## config.mk

```make
export PLATFORM = sky130hd
export DESIGN_NAME = pipe_stall_ctrl
export DESIGN_NICKNAME = d
export VERILOG_FILES = /design/src/rtl/pipe_stall_ctrl.sv
export SDC_FILE = /design/constraint.sdc
export NUM_CORES = 1
export LEC_CHECK = 0
export ABC_CLOCK_PERIOD_IN_PS = 3500
export BUFFER_PORTS_ARGS = -buffer_cell sky130_fd_sc_hd__buf_2
export CAP_MARGIN = 20
export CORE_ASPECT_RATIO = 0.8
export CORE_UTILIZATION = 53
export CTS_CLUSTER_DIAMETER = 150
export DETAILED_ROUTE_END_ITERATION = 10
export PLACE_DENSITY = 0.81
export SLEW_MARGIN = 20
export SYNTH_ARGS = -nofsm -noshare
export SYNTH_HDL_FRONTEND = slang
export SYNTH_SLANG_ARGS = --single-unit
```

## constraint.sdc

```tcl
create_clock -name clk -period 3.5 [get_ports clk]
set_clock_uncertainty 0.05 [all_clocks]
set_input_delay 0.175 -clock clk [delete_from_list [all_inputs] [get_ports clk]]
set_output_delay 0.175 -clock clk [all_outputs]
set_load 0.03 [all_outputs]
```

## src/rtl/pipe_stall_ctrl.sv

```systemverilog
// Stall and replay controller for the five-stage pipeline. It merges the load-use
// and multi-cycle stall requests, drives the stage stall bus and replays the ID word.
module pipe_stall_ctrl #(
    parameter int STALL_W    = 6,
    parameter int MD_TIMEOUT = 64,
    parameter int CNT_W      = 32
) (
    input  logic               clk,
    input  logic               rst,
    input  logic               flush,
    input  logic               stallreq_id,
    input  logic               stallreq_ex,
    input  logic               md_done,
    input  logic [31:0]        inst_sram_rdata,
    input  logic               cnt_clr,
    output logic [STALL_W-1:0] stall,
    output logic [31:0]        inst_out,
    output logic               replay_valid,
    output logic [CNT_W-1:0]   stall_cycles,
    output logic               md_timeout
);

    localparam int MD_CNT_W = $clog2(MD_TIMEOUT) + 1;
    localparam logic [MD_CNT_W-1:0] MD_LAST = MD_CNT_W'(MD_TIMEOUT - 1);

    // Stop PC/IF/ID/EX for a multi-cycle op; only PC/IF/ID for a load-use bubble.
    localparam logic [STALL_W-1:0] STALL_MD = STALL_W'(6'b001111);
    localparam logic [STALL_W-1:0] STALL_LU = STALL_W'(6'b000111);

    typedef enum logic [1:0] {
        IDLE     = 2'd0,
        LU_STALL = 2'd1,
        MD_WAIT  = 2'd2,
        REPLAY   = 2'd3
    } state_e;

    state_e              state_q, state_d;
    logic [31:0]         hold_q, hold_d;
    logic [MD_CNT_W-1:0] md_cnt_q, md_cnt_d;
    logic                md_timeout_q, md_timeout_d;
    logic [CNT_W-1:0]    stall_cycles_q, stall_cycles_d;
    logic [STALL_W-1:0]  stall_c;

    always_comb begin
        // NOTE: every signal written here gets a default first, so no path can infer a latch.
        state_d      = state_q;
        hold_d       = hold_q;
        md_cnt_d     = md_cnt_q;
        md_timeout_d = md_timeout_q;
        stall_c      = '0;

        if (flush) begin
            state_d  = IDLE;
            md_cnt_d = '0;
        end else begin
            case (state_q)
                IDLE, REPLAY: begin
                    // Re-entry from REPLAY keeps the word already held for ID.
                    if (stallreq_ex) begin
                        stall_c  = STALL_MD;
                        md_cnt_d = '0;
                        state_d  = MD_WAIT;
                        if (state_q == IDLE) hold_d = inst_sram_rdata;
                    end else if (stallreq_id) begin
                        stall_c = STALL_LU;
                        state_d = LU_STALL;
                        if (state_q == IDLE) hold_d = inst_sram_rdata;
                    end else begin
                        state_d = IDLE;
                    end
                end
                LU_STALL: state_d = REPLAY;
                MD_WAIT: begin
                    stall_c  = STALL_MD;
                    md_cnt_d = md_cnt_q + MD_CNT_W'(1);
                    if (md_done) begin
                        state_d = REPLAY;
                    end else if (md_cnt_q == MD_LAST) begin
                        md_timeout_d = 1'b1;
                        state_d      = REPLAY;
                    end
                end
                default: state_d = IDLE;
            endcase
        end
    end

    assign stall        = rst ? '0 : stall_c;
    assign replay_valid = (state_q == REPLAY);
    assign inst_out     = replay_valid ? hold_q : inst_sram_rdata;
    assign stall_cycles = stall_cycles_q;
    assign md_timeout   = md_timeout_q;

    always_comb begin
        stall_cycles_d = stall_cycles_q;
        if (cnt_clr) begin
            stall_cycles_d = '0;
        end else if (stall[0] && (stall_cycles_q != '1)) begin
            stall_cycles_d = stall_cycles_q + CNT_W'(1);
        end
    end

    // NOTE: state is updated with non-blocking assignments so every register samples pre-edge values.
    always_ff @(posedge clk or posedge rst) begin
        if (rst) begin
            state_q        <= IDLE;
            hold_q         <= '0;
            md_cnt_q       <= '0;
            md_timeout_q   <= 1'b0;
            stall_cycles_q <= '0;
        end else begin
            state_q        <= state_d;
            hold_q         <= hold_d;
            md_cnt_q       <= md_cnt_d;
            md_timeout_q   <= md_timeout_d;
            stall_cycles_q <= stall_cycles_d;
        end
    end

endmodule

```

== Word-level counts from Yosys, hierarchy flattened ==
Cells that the tools add are included.

* Equality and inequality tests: 7
* Shift-type cells: 0
* Order comparisons: 0
* Bitwise logic cells: 2
* Divide/modulo/power cells: 0
* $add $sub $neg: 2
* Multipliers: 0
* Reductions and logical operators: 9
* Multiplexer cells: 20

{| class="wikitable"
|+ Operators by type and width
! operator !! number
|-
| $mux W32 || 6
|-
| $add A32 B1 Y32 const B || 1
|-
| $ne A32 B32 Y1 const B || 1
|-
| $mux W7 || 2
|-
| $pmux W7 S2 || 1
|-
| $mux W2 || 4
|-
| $mux W4 || 2
|-
| $pmux W4 S2 || 1
|-
| $add A7 B1 Y7 const B || 1
|-
| $eq A7 B6 Y1 const B || 1
|-
| $mux W6 || 1
|-
| $pmux W2 S3 || 1
|-
| $eq A2 B2 Y1 const B || 2
|-
| $ne A4 B4 Y1 const B || 1
|-
| $reduce_and A4 Y1 || 1
|-
| $reduce_bool A2 Y1 || 2
|-
| $mux W3 || 1
|-
| $ne A3 B3 Y1 const B || 1
|-
| $reduce_and A3 Y1 || 1
|-
| $reduce_bool A3 Y1 || 1
|-
| $eq A2 B1 Y1 const B || 1
|-
| $logic_not A2 Y1 || 1
|-
| $not A1 Y1 || 2
|-
| $reduce_and A2 Y1 || 1
|-
| other kinds (3) || 3
|}

* Latch bits: 0
* Memory bits (writable): 0
* Output and inout bits: 72
* Memories: 0
* ROM bits: 0
* Input port bits: 39
* Logic and storage cells: 45
* Bits in registers: 74

== Depth between registers and ports, before layout ==
* Depth after elaboration: 8
* Mapped depth: 10
* Mapped depth without buffers: 8

== Worst setup path after synthesis ==
Ideal clock, no wire load.

* Path type: register to register
* Start: register state_q[0]
* End: register stall_cycles_q[17], in the netlist stall_cycles[17]
* Library setup time: 78 ps
* Required time: 3372 ps
* Path buffers: 1
* Cell stages (with the launch flop): 10
* Data arrival time: 2493 ps
* Path slack: 879 ps
* Clock period less this slack: 2621 ps
* Cell sequence: dfrtp_1 inv_1 ha_1 o21ba_2 o21ai_1 inv_1 nand3_1 clkbuf_1 or4_2 a21oi_1

* Longest elaborated chain between the ends: 7
* Elaborated cells on any way between the ends: 9
* Those cells by class: eq/ne (2); mux (3); reduce/logical (4)

{| class="wikitable"
|+ Ends and longest elaborated chain
! item !! line !! text
|-
| start, declared || 37 || <nowiki>state_e state_q, state_d;</nowiki>
|-
| start signal, assigned || 112 || <nowiki>state_q <= state_d;</nowiki>
|-
| $eq A2 B2 Y1 or $logic_not A2 Y1 (tied branches) || 56 || <nowiki>case (state_q)</nowiki>
|-
| $reduce_or A2 Y1 || 56 ||
|-
| $pmux W4 S2 * || 56 ||
|-
| $mux W4 * || 52 || <nowiki>if (flush) begin</nowiki>
|-
| $mux W6 * || 88 || <nowiki>assign stall = rst ? '0 : stall_c;</nowiki>
|-
| via stall[0] || 16 || <nowiki>output logic [STALL_W-1:0] stall,</nowiki>
|-
| $logic_and A1 B1 Y1 * || 98 || <nowiki>end else if (stall[0] && (stall_cycles_q != '1)) begin</nowiki>
|-
| $reduce_bool A2 Y1 (no source line) * || -- ||
|-
| end signal, assigned || 116 || <nowiki>stall_cycles_q <= stall_cycles_d;</nowiki>
|-
| end, declared || 41 || <nowiki>logic [CNT_W-1:0] stall_cycles_q, stall_cycles_d;</nowiki>
|}

Mark *: on every way through the listed nets, which the timed path passes. The rest lies on a longest branch.
A chain may end at the register's enable or synchronous reset.

== Final worst setup path ==
* Start: register state_q[0]
* End: register stall_cycles_q[22], in the netlist stall_cycles[22]

* Longest elaborated chain between the ends: 7
* Elaborated cells on any way between the ends: 9
* Those cells by class: eq/ne (2); mux (3); reduce/logical (4)

{| class="wikitable"
|+ Ends and longest elaborated chain
! item !! line
|-
| $eq A2 B2 Y1 or $logic_not A2 Y1 (tied branches) || 56
|-
| $reduce_or A2 Y1 || 56
|-
| $pmux W4 S2 * || 56
|-
| $mux W4 * || 52
|-
| $mux W6 * || 88
|-
| $logic_and A1 B1 Y1 * || 98
|-
| $reduce_bool A2 Y1 (no source line) * || --
|}

Mark *: on every way between the ends. The rest lies on a longest branch, timed or not.

==> run_results.csv <==
group,metric,value,unit
finish,stdcell_count,579,
setup_path,crit_required,3.74,ns
placement,dp_slack,0.751,ns
synth,syn_avg_cell_area,10.6,µm²
global_route,grt_pass1_vias,3193,
cts,clockBufferDepth,2,
floorplan,die_y,79.4,µm
setup_path,cp.arrival,2.97,ns
drt,routed_wl,9.07,mm
setup_path,startpoint_type,"flip-flop",
cts,cts_resized,0,
finish,post-route-util,0.693,
sta,max_freq,366,MHz
floorplan,die_w,98.8,µm
drt,vias,3330,
sta,maxSlewHeadroom,0.439,
global_route,gr-usage-all-layers,0.241,
floorplan,ioPinCount,111,
synth,synth-edff-count,0,
cts,insertion_delay,0.36,ns
drt,top_layer_used,"met4",
placement,dp.cells,555,
drt,wl_met2,4.56,mm
finish,drive_gt1_frac,0.429,
flow_run,drv_cap,0,
sta,hold_viol_final,0,
synth,ys_top_cells_by_count,"dfrtp_1, mux2_2, nor2_1",
cts,clk_pin_slew,0.08,ns
cts,htree_levels,3,
drt,dr.pass1.iters,4,
finish,nets,532,
synth,synth_area,3970,µm²
drt,final_antenna_net_count,0,
placement,portBuffers,108,
drt,met1_length,3.82,mm
floorplan,dieArea,7850,µm²
finish,area_growth,23.3,%
drt,met3_length,521,µm
synth,synth_area_leaders,"dfrtp_1, mux2_2, a21oi_1",
sta,hold_slack,0.00949,ns
synth,yosysTopAreaCell,"dfrtp_1",
synth,synth-async-reset-ratio,1.00,
synth,synth_most_common_cell,"dfrtp_1",
cts,clock_sinks,74,
placement,hpwlAfterDp,6.49,mm
synth,synth_cells,375,
global_route,grt_pass1_wl,14.8,mm
drt,drc_errors,0,
sta,worst_pin_slew,0.840,ns
drt,viasPerCell,5.75,
setup_path,critical_path_class,"flip-flop to flip-flop",
synth,yosys_warnings,0,
cts,cts_buffers,9,
pwr,peakVddDrop,0.428,mV
floorplan,start_util,0.562,
sta,fin_ws,0.765,ns
drt,wire_per_inst,15.7,µm
global_route,globalRouteOverflowTotal,0,
synth,synth_flop_cell,"dfrtp_1",
hold_path,hp-class,"primary input to flip-flop",
synth,synth_cell_types,47,
global_route,antenna_found_initial,0,
cts,clockRootBuffer,"clkbuf_8",
cts,cts_tree,"yes",
setup_path,worstPathMaxFanout,7,
finish,finalInstanceArea,4890,µm²
global_route,grt_max_degree,42,
pwr,fin_total_pwr,2.53,mW
synth,netlist.area_leader.share,0.466,
placement,dpl_cell_area,4570,µm²
placement,gp_congestion,0.826,
pwr,power_density,518,nW/µm²
sta,slew_viol_final,0,
finish,diodes,0,
sta,fin_crit_sh,0.781,
floorplan,core,7060,µm²
sta,rsz0062_at_grt,"false",
synth,synth.yosys.seq_area_share,0.466,
sta,setup_violations,0,
pwr,power_leakage,2.26,nW
drt,drtIter0Drc,124,
setup_path,crit_path_end_kind,"flip-flop",
status,outcome,"finished, final reports clean",
floorplan,rows,27,
cts,postCtsSetupBuffers,0,
sta,setup_tns,0,ns
sta,period_minus_slack,2.73,ns
synth,synth-seq-cells,74,
## area by class of cell
type | count | area (µm²)
clock buffers | 9 | 124
repair buffers | 122 | 666
well taps | 87 | 109
fillers | 543 | 2170
multi-input cells | 270 | 1980
inverters | 10 | 37.5
clock inverters | 7 | 125
flip-flops and latches | 74 | 1850
## power breakdown
group | internal (mW) | leakage, nW | total (mW) | switching [mW]
Clock | 0.479 | 0.124 | 0.818 | 0.339
Combinational | 0.282 | 1.17 | 0.621 | 0.339
Sequential | 1.01 | 0.959 | 1.10 | 0.0829
Total | 1.77 | 2.26 | 2.53 | 0.761
## registers in the layout, indices dropped and copies added (netlist names)
signal,flops
hold_q,32
md_cnt_q,7
md_timeout,1
state_q,2
stall_cycles,32
## cells by family after synthesis
family | share of synthesized area
simple gates | 0.161
flops | 0.466
compound gates | 0.108
mux | 0.195
buf+inv | 0.0369
fa+ha+maj | 0.0189
xor+xnor | 0.0132
other cells | 0.000944
## final timing paths
kind / start / endpoint / slack, ns / cells past startpoint
worst max-delay path: state_q[0] / stall_cycles[22] / 0.77 / 8
worst min-delay path: inst_sram_rdata[18] / hold_q[18] / 0.009 / 2
worst max register to register: state_q[0] / stall_cycles[22] / 0.77 / 8
worst min register to register: md_timeout / md_timeout / 0.42 / 1
max in group asynchronous: rst / md_cnt_q[2] / 2.14 / 4
min in group asynchronous: rst / state_q[0] / 0.49 / 3
## cell usage in the layout, fill, tap and decap left out, types with 3 or more instances in the layout
cell / Yosys / routed
nor2_1: 27 / 27
nor4_1: 3 / 3
nand2_1: 15 / 15
buf_2: 2 / 108
a21oi_1: 25 / 25
and3_1: 8 / 8
or2_2: 3 / 3
dfrtp_1: 74 / 74
xnor2_1: 4 / 4
bufinv_16: 0 / 3
or3_1: 9 / 9
dlygate4sd3_1: 0 / 8
o21ai_0: 21 / 21
nand4_1: 5 / 5
nor2b_1: 6 / 6
clkinv_4: 0 / 3
or3_2: 3 / 3
inv_1: 10 / 9
a2111oi_0: 3 / 3
nand3_1: 15 / 15
buf_4: 4 / 6
or4_1: 10 / 10
ha_1: 6 / 6
clkbuf_8: 0 / 9
o31ai_1: 13 / 13
mux2_2: 67 / 67
## worst max-delay path, stage by stage, from the launching register on
cell and delay [ns]:
dfrtp_1 0.37, inv_1 0.08, ha_1 0.38, o21ba_2 0.26
o21ai_1 0.07, buf_4 0.18, or4_1 0.61, or4_1 0.51
a21oi_1 0.16
## layer usage
| metal | global-route usage | vias up |
|---|---|---|
| li1 | - | 1596 |
| met1 | 0.300 | 1619 |
| met2 | 0.403 | 97 |
| met3 | 0.0665 | 18 |
| met4 | 0.0940 | 0 |
| met5 | 0 | - |
## timing repair
item | 4_1_cts | 5_1_grt
hold buffers | 7 | 1
endpoints found under the hold margin | 45 | 1
endpoints found under the setup margin | 0 | 0
Note: power is estimated with default switching activity, not from simulation.
